<file path="src/rtl/run_watchdog_if.sv">
// ---------------------------------------------------------------------------
// run_watchdog_if
//   Bundle of the core-side signals observed by the run watchdog.
//   master : driven by the core (or a test harness)
//   slave  : observed by run_watchdog
// Signals
//   exception  core exception flag
//   pc         current fetch PC
//   ch_valid   per-channel access strobe
//   ch_addr    per-channel byte address, channel i at [AW*i +: AW]
// ---------------------------------------------------------------------------
interface run_watchdog_if #(
  parameter int unsigned NCH = 2,
  parameter int unsigned AW  = 32
);
  logic              exception;
  logic [AW-1:0]     pc;
  logic [NCH-1:0]    ch_valid;
  logic [NCH*AW-1:0] ch_addr;

  modport master (output exception, pc, ch_valid, ch_addr);
  modport slave  (input  exception, pc, ch_valid, ch_addr);
endinterface

</file>
<file path="src/rtl/run_watchdog.sv">
// ---------------------------------------------------------------------------
// run_watchdog
//   Run monitor for the three-stage RISC-V pipeline. While running it watches
//   the fetch PC for a hang, the exception flag, and NCH address channels for
//   out-of-range accesses. The first fault latches its cause and address,
//   the monitor drains for DRAIN_CYCLES cycles and then raises a sticky halt
//   that is released only by clear (or reset).
// Ports
//   clk         clock, rising edge
//   reset       asynchronous active-low reset
//   stall       core held; monitor returns to / stays in IDLE
//   clear       restart from DONE (ignored elsewhere)
//   bus         observed core signals (exception, pc, ch_valid, ch_addr)
//   running     state is RUN
//   halt        state is DONE (level)
//   halt_pulse  one cycle on entry to DONE
//   cause       0 none, 1 exception, 2 range, 3 timeout
//   fault_ch    channel of a range fault, else 0
//   fault_addr  offending address (range) or pc (exception / timeout)
//   cycle_cnt   cycles spent in RUN, frozen at the trigger
// ---------------------------------------------------------------------------
module run_watchdog #(
  parameter int unsigned          NCH           = 2,
  parameter int unsigned          AW            = 32,
  parameter logic [8*NCH-1:0]     CH_LIMIT_LOG2 = {8'd18, 8'd17},
  parameter int unsigned          TIMEOUT       = 100,
  parameter int unsigned          DRAIN_CYCLES  = 1,
  localparam int unsigned         FCW           = (NCH > 1) ? $clog2(NCH) : 1
) (
  input  logic                 clk,
  input  logic                 reset,
  input  logic                 stall,
  input  logic                 clear,
  run_watchdog_if.slave        bus,
  output logic                 running,
  output logic                 halt,
  output logic                 halt_pulse,
  output logic [1:0]           cause,
  output logic [FCW-1:0]       fault_ch,
  output logic [AW-1:0]        fault_addr,
  output logic [31:0]          cycle_cnt
);

  localparam int unsigned   HW         = $clog2(TIMEOUT + 1);
  localparam logic [HW-1:0] HANG_MAX   = HW'(TIMEOUT);
  localparam int unsigned   DW         = (DRAIN_CYCLES > 0) ? $clog2(DRAIN_CYCLES + 1) : 1;
  localparam logic [DW-1:0] DRAIN_INIT = DW'(DRAIN_CYCLES);
  localparam logic [DW-1:0] DRAIN_ONE  = DW'(1);

  typedef enum logic [1:0] {
    S_IDLE  = 2'd0,
    S_RUN   = 2'd1,
    S_DRAIN = 2'd2,
    S_DONE  = 2'd3
  } state_t;

  state_t        state;
  logic [AW-1:0] pc_q;
  logic [HW-1:0] hang_cnt;
  logic [HW-1:0] hang_next;
  logic [DW-1:0] drain_cnt;

  // Per-channel range check: legal iff every bit at or above the limit is 0.
  // A limit at or beyond the address width can never be exceeded.
  logic [NCH-1:0] ch_oor;

  for (genvar g = 0; g < NCH; g++) begin : g_range
    localparam int unsigned LIM = int'(CH_LIMIT_LOG2[8*g +: 8]);
    if (LIM >= AW) begin : g_never
      assign ch_oor[g] = 1'b0;
    end else begin : g_check
      assign ch_oor[g] = bus.ch_valid[g] && (|bus.ch_addr[AW*g+LIM +: AW-LIM]);
    end
  end

  // Lowest offending channel wins: scan from the top so lower indices overwrite.
  logic           oor_any;
  logic [FCW-1:0] oor_ch;
  logic [AW-1:0]  oor_addr;

  always_comb begin
    oor_any  = |ch_oor;
    oor_ch   = '0;
    oor_addr = '0;
    for (int unsigned i = NCH; i > 0; i--) begin
      if (ch_oor[i-1]) begin
        oor_ch   = FCW'(i - 1);
        oor_addr = bus.ch_addr[AW*(i-1) +: AW];
      end
    end
  end

  // Saturating count of consecutive cycles with an unchanged PC.
  always_comb begin
    hang_next = '0;
    if (bus.pc == pc_q) begin
      hang_next = (hang_cnt == HANG_MAX) ? HANG_MAX : hang_cnt + HW'(1);
    end
  end

  // Trigger priority: exception, then range, then hang (uses registered count).
  logic           trig;
  logic [1:0]     trig_cause;
  logic [FCW-1:0] trig_ch;
  logic [AW-1:0]  trig_addr;

  always_comb begin
    trig       = 1'b1;
    trig_cause = 2'd1;
    trig_ch    = '0;
    trig_addr  = bus.pc;
    if (bus.exception) begin
      trig_cause = 2'd1;
      trig_addr  = bus.pc;
    end else if (oor_any) begin
      trig_cause = 2'd2;
      trig_ch    = oor_ch;
      trig_addr  = oor_addr;
    end else if (hang_cnt == HANG_MAX) begin
      trig_cause = 2'd3;
      trig_addr  = pc_q;
    end else begin
      trig = 1'b0;
    end
  end

  always_ff @(posedge clk or negedge reset) begin
    if (!reset) begin
      state      <= S_IDLE;
      running    <= 1'b0;
      halt       <= 1'b0;
      halt_pulse <= 1'b0;
      cause      <= '0;
      fault_ch   <= '0;
      fault_addr <= '0;
      cycle_cnt  <= '0;
      pc_q       <= '0;
      hang_cnt   <= '0;
      drain_cnt  <= '0;
    end else begin
      halt_pulse <= 1'b0;
      unique case (state)
        S_IDLE: begin
          hang_cnt <= '0;
          if (!stall) begin
            state   <= S_RUN;
            running <= 1'b1;
          end
        end

        S_RUN: begin
          if (stall) begin
            // The stall cycle is still a RUN cycle, but no trigger is taken.
            state     <= S_IDLE;
            running   <= 1'b0;
            hang_cnt  <= '0;
            cycle_cnt <= cycle_cnt + 32'd1;
            pc_q      <= bus.pc;
          end else if (trig) begin
            // Triggering cycle is not counted: cycle_cnt freezes here.
            running    <= 1'b0;
            cause      <= trig_cause;
            fault_ch   <= trig_ch;
            fault_addr <= trig_addr;
            if (DRAIN_CYCLES == 0) begin
              state      <= S_DONE;
              halt       <= 1'b1;
              halt_pulse <= 1'b1;
            end else begin
              state     <= S_DRAIN;
              drain_cnt <= DRAIN_INIT;
            end
          end else begin
            cycle_cnt <= cycle_cnt + 32'd1;
            pc_q      <= bus.pc;
            hang_cnt  <= hang_next;
          end
        end

        S_DRAIN: begin
          if (drain_cnt == DRAIN_ONE) begin
            state      <= S_DONE;
            halt       <= 1'b1;
            halt_pulse <= 1'b1;
            drain_cnt  <= '0;
          end else begin
            drain_cnt <= drain_cnt - DRAIN_ONE;
          end
        end

        S_DONE: begin
          if (clear) begin
            state      <= S_IDLE;
            halt       <= 1'b0;
            cause      <= '0;
            fault_ch   <= '0;
            fault_addr <= '0;
            cycle_cnt  <= '0;
            hang_cnt   <= '0;
          end
        end

        default: state <= S_IDLE;
      endcase
    end
  end

endmodule
</file>
<file path="src/flat_wrapper.sv">
// flat-port wrapper written by rule: the top's interface ports become plain ports
module run_watchdog_flat 
#(
  parameter int unsigned          NCH           = 2,
  parameter int unsigned          AW            = 32,
  parameter logic [8*NCH-1:0]     CH_LIMIT_LOG2 = {8'd18, 8'd17},
  parameter int unsigned          TIMEOUT       = 100,
  parameter int unsigned          DRAIN_CYCLES  = 1,
  localparam int unsigned         FCW           = (NCH > 1) ? $clog2(NCH) : 1
)
  (clk, reset, stall, clear, running, halt, halt_pulse, cause, fault_ch, fault_addr, cycle_cnt, bus_exception, bus_pc, bus_ch_valid, bus_ch_addr);
  run_watchdog_if #(.NCH(NCH), .AW(AW)) bus_i ();
  input  logic clk;
  input  logic reset;
  input  logic stall;
  input  logic clear;
  output logic running;
  output logic halt;
  output logic halt_pulse;
  output logic [1:0] cause;
  output logic [FCW-1:0] fault_ch;
  output logic [AW-1:0] fault_addr;
  output logic [31:0] cycle_cnt;
  input wire logic [$bits(bus_i.exception)-1:0] bus_exception;
  input wire logic [$bits(bus_i.pc)-1:0] bus_pc;
  input wire logic [$bits(bus_i.ch_valid)-1:0] bus_ch_valid;
  input wire logic [$bits(bus_i.ch_addr)-1:0] bus_ch_addr;
  assign bus_i.exception = bus_exception;
  assign bus_i.pc = bus_pc;
  assign bus_i.ch_valid = bus_ch_valid;
  assign bus_i.ch_addr = bus_ch_addr;
  run_watchdog #(.NCH(NCH), .AW(AW), .CH_LIMIT_LOG2(CH_LIMIT_LOG2), .TIMEOUT(TIMEOUT), .DRAIN_CYCLES(DRAIN_CYCLES)) u_core (.clk(clk), .reset(reset), .stall(stall), .clear(clear), .bus(bus_i), .running(running), .halt(halt), .halt_pulse(halt_pulse), .cause(cause), .fault_ch(fault_ch), .fault_addr(fault_addr), .cycle_cnt(cycle_cnt));
endmodule
</file>
<file path="config.mk">
export PLATFORM = sky130hd
export DESIGN_NAME = run_watchdog_flat
export DESIGN_NICKNAME = d
export VERILOG_FILES = /design/src/rtl/run_watchdog_if.sv /design/src/rtl/run_watchdog.sv /design/src/flat_wrapper.sv
export SDC_FILE = /design/constraint.sdc
export NUM_CORES = 1
export LEC_CHECK = 0
export CAP_MARGIN = 10
export CORE_UTILIZATION = 45
export DETAILED_ROUTE_END_ITERATION = 8
export HOLD_SLACK_MARGIN = 0.05
export MAX_ROUTING_LAYER = met4
export PLACE_DENSITY = 0.88
export SYNTH_ARGS = -nofsm -noshare
export SYNTH_HDL_FRONTEND = slang
export SYNTH_SLANG_ARGS = --single-unit
</file>
<file path="constraint.sdc">
create_clock -name clk -period 2.61 [get_ports clk]
set_input_delay 0.3915 -clock clk [delete_from_list [all_inputs] [get_ports clk]]
set_output_delay 0.3915 -clock clk [all_outputs]
set_load 0.03 [all_outputs]
</file>
==> results of run 1 <==
[area by class of cell]
cell class / instances / area [um2]
Fill cell: 1040 / 4726
Antenna cell: 2 / 5.005
Timing Repair Buffer: 239 / 2417
Sequential cell: 112 / 2803
Clock buffer: 10 / 229.0
Tap cell: 184 / 230.2
Multi-Input combinational cell: 486 / 3996
Clock inverter: 5 / 35.03
Inverter: 10 / 37.54
[final timing paths]
| path | to | slack [ps] |
|---|---|---|
| setup / recovery | u_core.cycle_cnt[19] | -20 |
| setup reg to reg | u_core.fault_addr[29] | 120 |
| hold reg to reg | u_core.cause[1] | 490 |
| hold / removal | u_core.fault_addr[23] | 430 |
| max in group asynchronous | u_core.fault_addr[18] | 1240 |
| min in group asynchronous | u_core.cycle_cnt[9] | 510 |
[state kept, by name (all words and copies together) (netlist names), named ones only]
| name | flops |
|---|---|
| u_core.cycle_cnt | 32 |
| u_core.fault_addr | 32 |
| u_core.pc_q | 32 |
| u_core.hang_cnt | 7 |
| u_core.cause | 2 |
| u_core.drain_cnt | 1 |
| u_core.fault_ch | 1 |
| u_core.halt | 1 |
| u_core.halt_pulse | 1 |
| u_core.running | 1 |
| u_core.state | 1 |
[metrics by stage]
stage / area (um2) / power, mW / setup TNS, ps / cells
5_1_grt: 9753 / 8.482 / -81.99 / 1048
3_3_place_gp: 9012 / 6.212 / -49330 / 1019
2_1_floorplan: 6736 / 4.804 / -1322 / 651
6_report: 9753 / 8.098 / -15.08 / 1048
3_5_place_dp: 9012 / 6.328 / -52590 / 1019
4_1_cts: 9693 / 7.991 / 0 / 1044
[timing repair]
item                                    4_1_cts  5_1_grt
setup buffers                                 7        2
endpoints found under the setup margin       90       45
gates cloned                                  3        0
endpoints found under the hold margin        28        0
pin swaps                                    45       14
hold buffers                                  1        0
resized for setup                            73       44
[logic make-up after synthesis]
group / Yosys count
multiplexers: 93
AND/OR/NAND/NOR: 189
flip-flops: 112
adder cells (fa/ha/maj): 3
AO/OA/AOI/OAI: 141
buffers and inverters: 53
XOR/XNOR: 60
[routing by layer]
metal | wire (um) | vias up | GRT usage [%]
met5 | 0 | - | -
met2 | 10910 | 330 | 49.58
met1 | 8485 | 3126 | 35.24
li1 | - | 2811 | -
met3 | 1563 | 62 | 7.149
met4 | 786 | 0 | 13.10
[synthesized netlist by cell type, drive strengths merged, types with 3 or more instances]
library cell / number
o41a: 3
and3: 7
nor2b: 4
xor2: 28
a21oi: 43
nor3: 10
o31ai: 3
mux2: 61
nand2b: 31
a32o: 32
nand3: 15
inv: 10
or3: 4
nor4: 25
clkbuf: 31
or4: 7
dfrtp: 112
nand4: 8
o21ai: 43
o41ai: 3
nor2: 41
xnor2: 32
mux2i: 32
ha: 3
nand2: 25
buf: 12
[power breakdown]
part           internal (mW)  leakage (nW)  switching (mW)  total [mW]
clock                  0.644         0.128           0.653        1.30
combinational           1.89          2.55            2.02        3.91
sequential              2.34          1.43           0.554        2.89
total                   4.87          4.11            3.23        8.10
[worst min-delay path, delay by kind of cell]
kind | cells | cell delay, ps
buffers and inverters | 1 | 90
AOI/OAI and AO/OA | 3 | 270
==> flow_metrics.env, run 1 <==
export IMPL_status="finished with violations"
export IMPL_failing_checks="negative setup slack"
export IMPL_io_pin_count=173
export IMPL_route_detailed_drc=0
export IMPL_place_congestion=0.8856
export IMPL_vdd_ir_drop_max_uv=494.3
export IMPL_max_stage_delay_ps=610
export IMPL_ys_async_sr_fraction_pct=100.0
export IMPL_cap_viol_max_count=0
export IMPL_post_synth_top_area_cell="sky130_fd_sc_hd__dfrtp_1"
export IMPL_syn_area_per_cell_um2=10.21
export IMPL_dr_total_vias=6329
export IMPL_setup_violations_final=1
export IMPL_antenna_violations_before_repair=2
export IMPL_critPathRequiredTime_ps=2850
export IMPL_post_synth_mux_area_share_pct=15.16
export IMPL_cts_root_buf="sky130_fd_sc_hd__clkbuf_16"
export IMPL_fmaxAchievable_mhz=380.9
export IMPL_rr_worst_depth=7
export IMPL_cts_inserted_buffers=9
export IMPL_netlist_instances=651
export IMPL_synth_net_count=757
export IMPL_final_hold_violation_count=0
export IMPL_slew_headroom_pct=41.40
export IMPL_grt_pass1_vias=6349
export IMPL_power_static_leakage_nw=4.109
export IMPL_post_synth_fa_ha_maj_area_fraction_pct=0.5650
export IMPL_place_hpwl_mm=14.39
export IMPL_preCtsSetupSlack_ps=-702.9
export IMPL_grt_ovfl_total=0
export IMPL_startpoint="bus_ch_addr[18]"
export IMPL_ys_flop_type="sky130_fd_sc_hd__dfrtp_1"
export IMPL_post_synth_num_cell_types=54
export IMPL_worstPathBufferInverterCount=2
export IMPL_final_antenna_net_count=0
export IMPL_main_combinational_cell_family_by_area_after_synthesis="simple AND/OR/NAND/NOR gates"
export IMPL_biggest_fanout_along_the_worst_timing_path=7
export IMPL_timing_max_transition_violations_final=0
export IMPL_routed_wirelength_mm=21.75
export IMPL_synthSimpleGateAreaFrac_pct=16.31
export IMPL_layout_common_cells="sky130_fd_sc_hd__clkdlybuf4s50_1 (144), sky130_fd_sc_hd__dfrtp_1 (112), sky130_fd_sc_hd__mux2_2 (51)"
export IMPL_cts_reportedPaths_clkPinSlew_ps=80
export IMPL_cp_depth=8
export IMPL_htree_num_levels=3
export IMPL_number_of_enable_flip_flop_cells_after_synthesis=0
export IMPL_power_density_nw_per_um2=830.3
export IMPL_ys_seq_area_share_pct=42.18
export IMPL_post_drt_via_cell_ratio=6.039
export IMPL_hold_path_startpoint="bus_ch_addr[23]"
export IMPL_synthToLayoutAreaGrowth_pct=46.80
export IMPL_grt_start_max_net_pins=57
export IMPL_drive_above_1_share_pct=22.74
export IMPL_top_cells_by_area_synth="sky130_fd_sc_hd__dfrtp_1 (42%), sky130_fd_sc_hd__mux2_2 (9.5%), sky130_fd_sc_hd__a32o_1 (4.8%)"
export IMPL_synthDominantCellAreaShare_pct=42.18
export IMPL_synth_seq_cells=112
export IMPL_die_width_um=123.5
export IMPL_port_buffers=172
export IMPL_layout_min_cycle_time_ps=2625
export IMPL_synthXorXnorAreaFrac_pct=7.910
export IMPL_worst_setup_path_start_kind="input pin"
export IMPL_worst_clock_skew_ps=9.188
export IMPL_hold_depth=4
export IMPL_synthesis_yosys_warnings=0
export IMPL_effective_utilization_at_floorplan_pct=45.89
export IMPL_rr_startpoint="u_core.hang_cnt[3]"
export IMPL_unrepaired_setup_endpoints_after_global_routing="true"
export IMPL_crit_chain="buf_6 -> or4_4 -> o41a_4 -> o41a_4 -> buf_12 -> nor4_4 -> xnor2_1 -> nor2_1"
export IMPL_critPathTopFamily="compound AO/OA/AOI/OAI gates"
export IMPL_die_h_um=123.5
export IMPL_drt_wirelength_per_cell_um=20.75
export IMPL_synth_compound_area_share_pct=14.56
export IMPL_hold_class="input pin to register"
export IMPL_layout_core_utilization_pct=67.36
export IMPL_clock_path_buffers=2
export IMPL_finalHoldWorstSlack_ps=431.7
export IMPL_post_route_period_util_pct=100.6
export IMPL_finish_net_count=964
export IMPL_tightest_slew_ps=876.6
export IMPL_mappedNetlistArea_um2=6644
export IMPL_core_um2=14480
export IMPL_drt_pass1_iterations=6
export IMPL_grtUsageTotal_pct=30.19
export IMPL_critical_path_most_common_cell="sky130_fd_sc_hd__o41a_4"
export IMPL_overall_die_area_um2=15250
export IMPL_wire_length_of_the_first_global_routing_pass_mm=33.74
export IMPL_final_critical_path_setup_slack_ps=-15.08
export IMPL_clock_latency_ps=360
export IMPL_clock_sinks=112
export IMPL_path_class="input pin to register"
export IMPL_floorplan_rows=44
export IMPL_detail_route_iter0_violations=490
export IMPL_crit_slowest_cell="sky130_fd_sc_hd__o41a_4"
export IMPL_arrival_ps=2860
export IMPL_mostFrequentLayoutCell="sky130_fd_sc_hd__clkdlybuf4s50_1"
export IMPL_cts_tree="done"
export IMPL_crit_path_capture_type="register"
(Power assumes the default switching activity.)
==> run 2: changes to the inputs <==
--- a/config.mk
+++ b/config.mk
@@ -6,6 +6,7 @@
 export NUM_CORES = 1
 export LEC_CHECK = 0
 export CAP_MARGIN = 10
+export CORE_MARGIN = 1
 export CORE_UTILIZATION = 45
 export DETAILED_ROUTE_END_ITERATION = 8
 export HOLD_SLACK_MARGIN = 0.05
==> results of run 2 <==
No change in the layout: final DEF, timing and power equal those of run 1.
==> run 3: changes to the inputs <==
--- a/config.mk
+++ b/config.mk
@@ -5,13 +5,12 @@
 export SDC_FILE = /design/constraint.sdc
 export NUM_CORES = 1
 export LEC_CHECK = 0
-export CAP_MARGIN = 10
 export CORE_MARGIN = 1
-export CORE_UTILIZATION = 45
+export CORE_UTILIZATION = 35
 export DETAILED_ROUTE_END_ITERATION = 8
 export HOLD_SLACK_MARGIN = 0.05
 export MAX_ROUTING_LAYER = met4
-export PLACE_DENSITY = 0.88
+export PLACE_DENSITY = 0.73
 export SYNTH_ARGS = -nofsm -noshare
 export SYNTH_HDL_FRONTEND = slang
 export SYNTH_SLANG_ARGS = --single-unit
==> run 3 against run 2 <==
- the flow now finishes without violations
- clock-buffer cell count is the same
- total power grew 1.4%
- setup slack gained 33 ps
- sequential cell count is the same
- register-to-register slack gained 20 ps
- wire length shrank 2.6%
- worst hold slack lost 5.3 ps
- first-iteration DRC count shrank 32%
- die area grew 28%
==> flow_metrics.env, run 3 (synthesis gave the netlist of run 1 again) <==
export IMPL_r2r_setup_slack_ps=140
export IMPL_final_hold_violation_count=0
export IMPL_power_clock_fraction_pct=17.7
export IMPL_slew_headroom_pct=38.05
export IMPL_place_hpwl_mm=14.92
export IMPL_met1Wirelength_mm=9.102
export IMPL_finish_net_count=972
export IMPL_antenna_violations_before_repair=4
export IMPL_clock_latency_ps=360
export IMPL_internal_power_mw=5.025
export IMPL_cap_viol_max_count=0
export IMPL_layout_core_utilization_pct=52.92
export IMPL_detail_route_iter0_violations=333
export IMPL_crit_path_capture_type="register"
export IMPL_clock_path_buffers=2
export IMPL_cts_inserted_buffers=9
export IMPL_floorplan_rows=50
export IMPL_cts_tree="done"
export IMPL_arrival_ps=2830
export IMPL_path_class="input pin to register"
export IMPL_hold_path_end="u_core.fault_addr[18]"
export IMPL_drt_pass1_iterations=5
export IMPL_timing_max_transition_violations_final=0
export IMPL_overall_die_area_um2=19540
export IMPL_io_pin_count=173
export IMPL_hold_path_startpoint="bus_ch_addr[18]"
export IMPL_grt_ovfl_total=0
export IMPL_drive_above_1_share_pct=23.91
export IMPL_instances_no_fill=1108
export IMPL_grt_start_max_net_pins=57
export IMPL_worst_clock_skew_ps=7.904
export IMPL_layout_common_cells="sky130_fd_sc_hd__clkdlybuf4s50_1 (141), sky130_fd_sc_hd__dfrtp_1 (112), sky130_fd_sc_hd__buf_4 (56)"
export IMPL_power_density_nw_per_um2=832.2
export IMPL_reg_top3="u_core.cycle_cnt x32, u_core.fault_addr x32, u_core.pc_q x32"
export IMPL_synthToLayoutAreaGrowth_pct=48.49
export IMPL_grt_pass1_vias=5996
export IMPL_routed_wirelength_mm=21.19
export IMPL_placed_cells=1071
export IMPL_met2_wirelength_mm=10.37
export IMPL_rr_worst_depth=7
export IMPL_htree_num_levels=3
export IMPL_grtUsageTotal_pct=22.53
export IMPL_port_buffers=172
export IMPL_hold_class="input pin to register"
export IMPL_rr_startpoint="u_core.cycle_cnt[7]"
export IMPL_place_congestion=0.8593
export IMPL_wire_length_of_the_first_global_routing_pass_mm=33.14
export IMPL_tightest_slew_ps=927.0
export IMPL_cts_root_buf="sky130_fd_sc_hd__clkbuf_16"
export IMPL_die_h_um=139.8
export IMPL_route_detailed_drc=0
export IMPL_p_switching_mw=3.185
export IMPL_drt_wirelength_per_cell_um=19.12
export IMPL_power_static_leakage_nw=4.168
export IMPL_post_route_period_util_pct=99.31
export IMPL_clock_sinks=112
export IMPL_detailroute_wirelength_met3_mm=1.286
export IMPL_dr_max_layer_used="met4"
export IMPL_dr_total_vias=6049
export IMPL_r2r_end="u_core.cycle_cnt[28]"
export IMPL_cts_reportedPaths_clkPinSlew_ps=70
export IMPL_combinational_cell_fraction_of_total_power_pct=47.9
export IMPL_core_um2=18640
export IMPL_worst_setup_path_start_kind="input pin"
export IMPL_fmaxAchievable_mhz=385.8
export IMPL_critPathRequiredTime_ps=2840
export IMPL_biggest_fanout_along_the_worst_timing_path=4
export IMPL_hold_depth=4
export IMPL_mostFrequentLayoutCell="sky130_fd_sc_hd__clkdlybuf4s50_1"
export IMPL_layout_min_cycle_time_ps=2592
export IMPL_vdd_ir_drop_max_uv=441.1
export IMPL_post_drt_via_cell_ratio=5.459
export IMPL_power_mw=8.210
export IMPL_share_seq_of_total_power_pct=34.4
export IMPL_power_switching_share_pct=38.79
export IMPL_effective_utilization_at_floorplan_pct=35.64
export IMPL_status="completed"
export IMPL_final_antenna_net_count=0
export IMPL_setup_violations_final=0
export IMPL_die_width_um=139.8
[run 3: power by group through the flow]
stage | Combinational (mW) | Sequential, mW | Clock, mW
floorplan | 1.44 | 3.37 | 0
global placement | 3.50 | 2.82 | 0
detailed placement | 3.56 | 2.84 | 0
CTS | 3.87 | 2.82 | 1.48
global route | 4.17 | 2.90 | 1.55
finish | 3.93 | 2.83 | 1.45
[run 3: how the worst max path moves through the flow]
stage	start	end	slack, ps	depth (start not counted)
after floorplan	bus_ch_addr[19]	u_core.cycle_cnt[9]	-60	7
after global routing	bus_ch_addr[23]	u_core.cycle_cnt[23]	-20	9
after global placement	bus_ch_addr[19]	u_core.cycle_cnt[9]	-700	8
final	bus_ch_addr[31]	u_core.cycle_cnt[14]	20	9
after detailed placement	bus_ch_addr[19]	u_core.cycle_cnt[15]	-730	8
after CTS	bus_ch_addr[60]	u_core.cycle_cnt[10]	-30	8
[run 3: layout make-up]
| type | instances | area [um2] |
|---|---|---|
| Clock inverter | 5 | 63.81 |
| Timing Repair Buffer | 246 | 2389 |
| Fill cell | 1652 | 8777 |
| Clock buffer | 10 | 239.0 |
| Antenna cell | 4 | 10.01 |
| Multi-Input combinational cell | 487 | 4031 |
| Sequential cell | 112 | 2803 |
| Inverter | 10 | 37.54 |
| Tap cell | 234 | 292.8 |
[run 3: worst max-delay path, cell delays in order]
cell and delay [ps]:
sky130_fd_sc_hd__buf_6 100, sky130_fd_sc_hd__or4_4 560, sky130_fd_sc_hd__o41a_4 500, sky130_fd_sc_hd__o41a_4 540, sky130_fd_sc_hd__buf_6 140, sky130_fd_sc_hd__buf_4 130, sky130_fd_sc_hd__nor4_4 260, sky130_fd_sc_hd__xnor2_1 150
sky130_fd_sc_hd__nor2_1 50
[run 3: routing by layer]
layer | track usage, % | vias up
met4 | 7.692 | 0
met3 | 5.575 | 35
met2 | 36.76 | 200
met1 | 27.08 | 2976
li1 | - | 2838
met5 | - | -
[run 3: stage by stage]
step | worst slack (ps) | instance area, um2 | TNS (ps) | hold WS, ps
after floorplan | -64.19 | 6736 | -1322 | 95.91
after global placement | -702.4 | 9090 | -56400 | 299.9
after detailed placement | -731.3 | 9090 | -58570 | 300.5
after CTS | -26.76 | 9786 | -90.79 | 463.8
after global routing | -17.90 | 9866 | -21.89 | 459.3
final | 18.14 | 9866 | 0 | 426.4
[run 3: timing repair]
item / in CTS / in global routing
gates resized for setup: 82 / 42
setup buffers: 9 / 6
endpoints found under the setup margin: 98 / 25
cloned: 3 / 2
pin swaps: 38 / 30
hold buffers: 1 / 0
hold endpoints to repair: 18 / 0
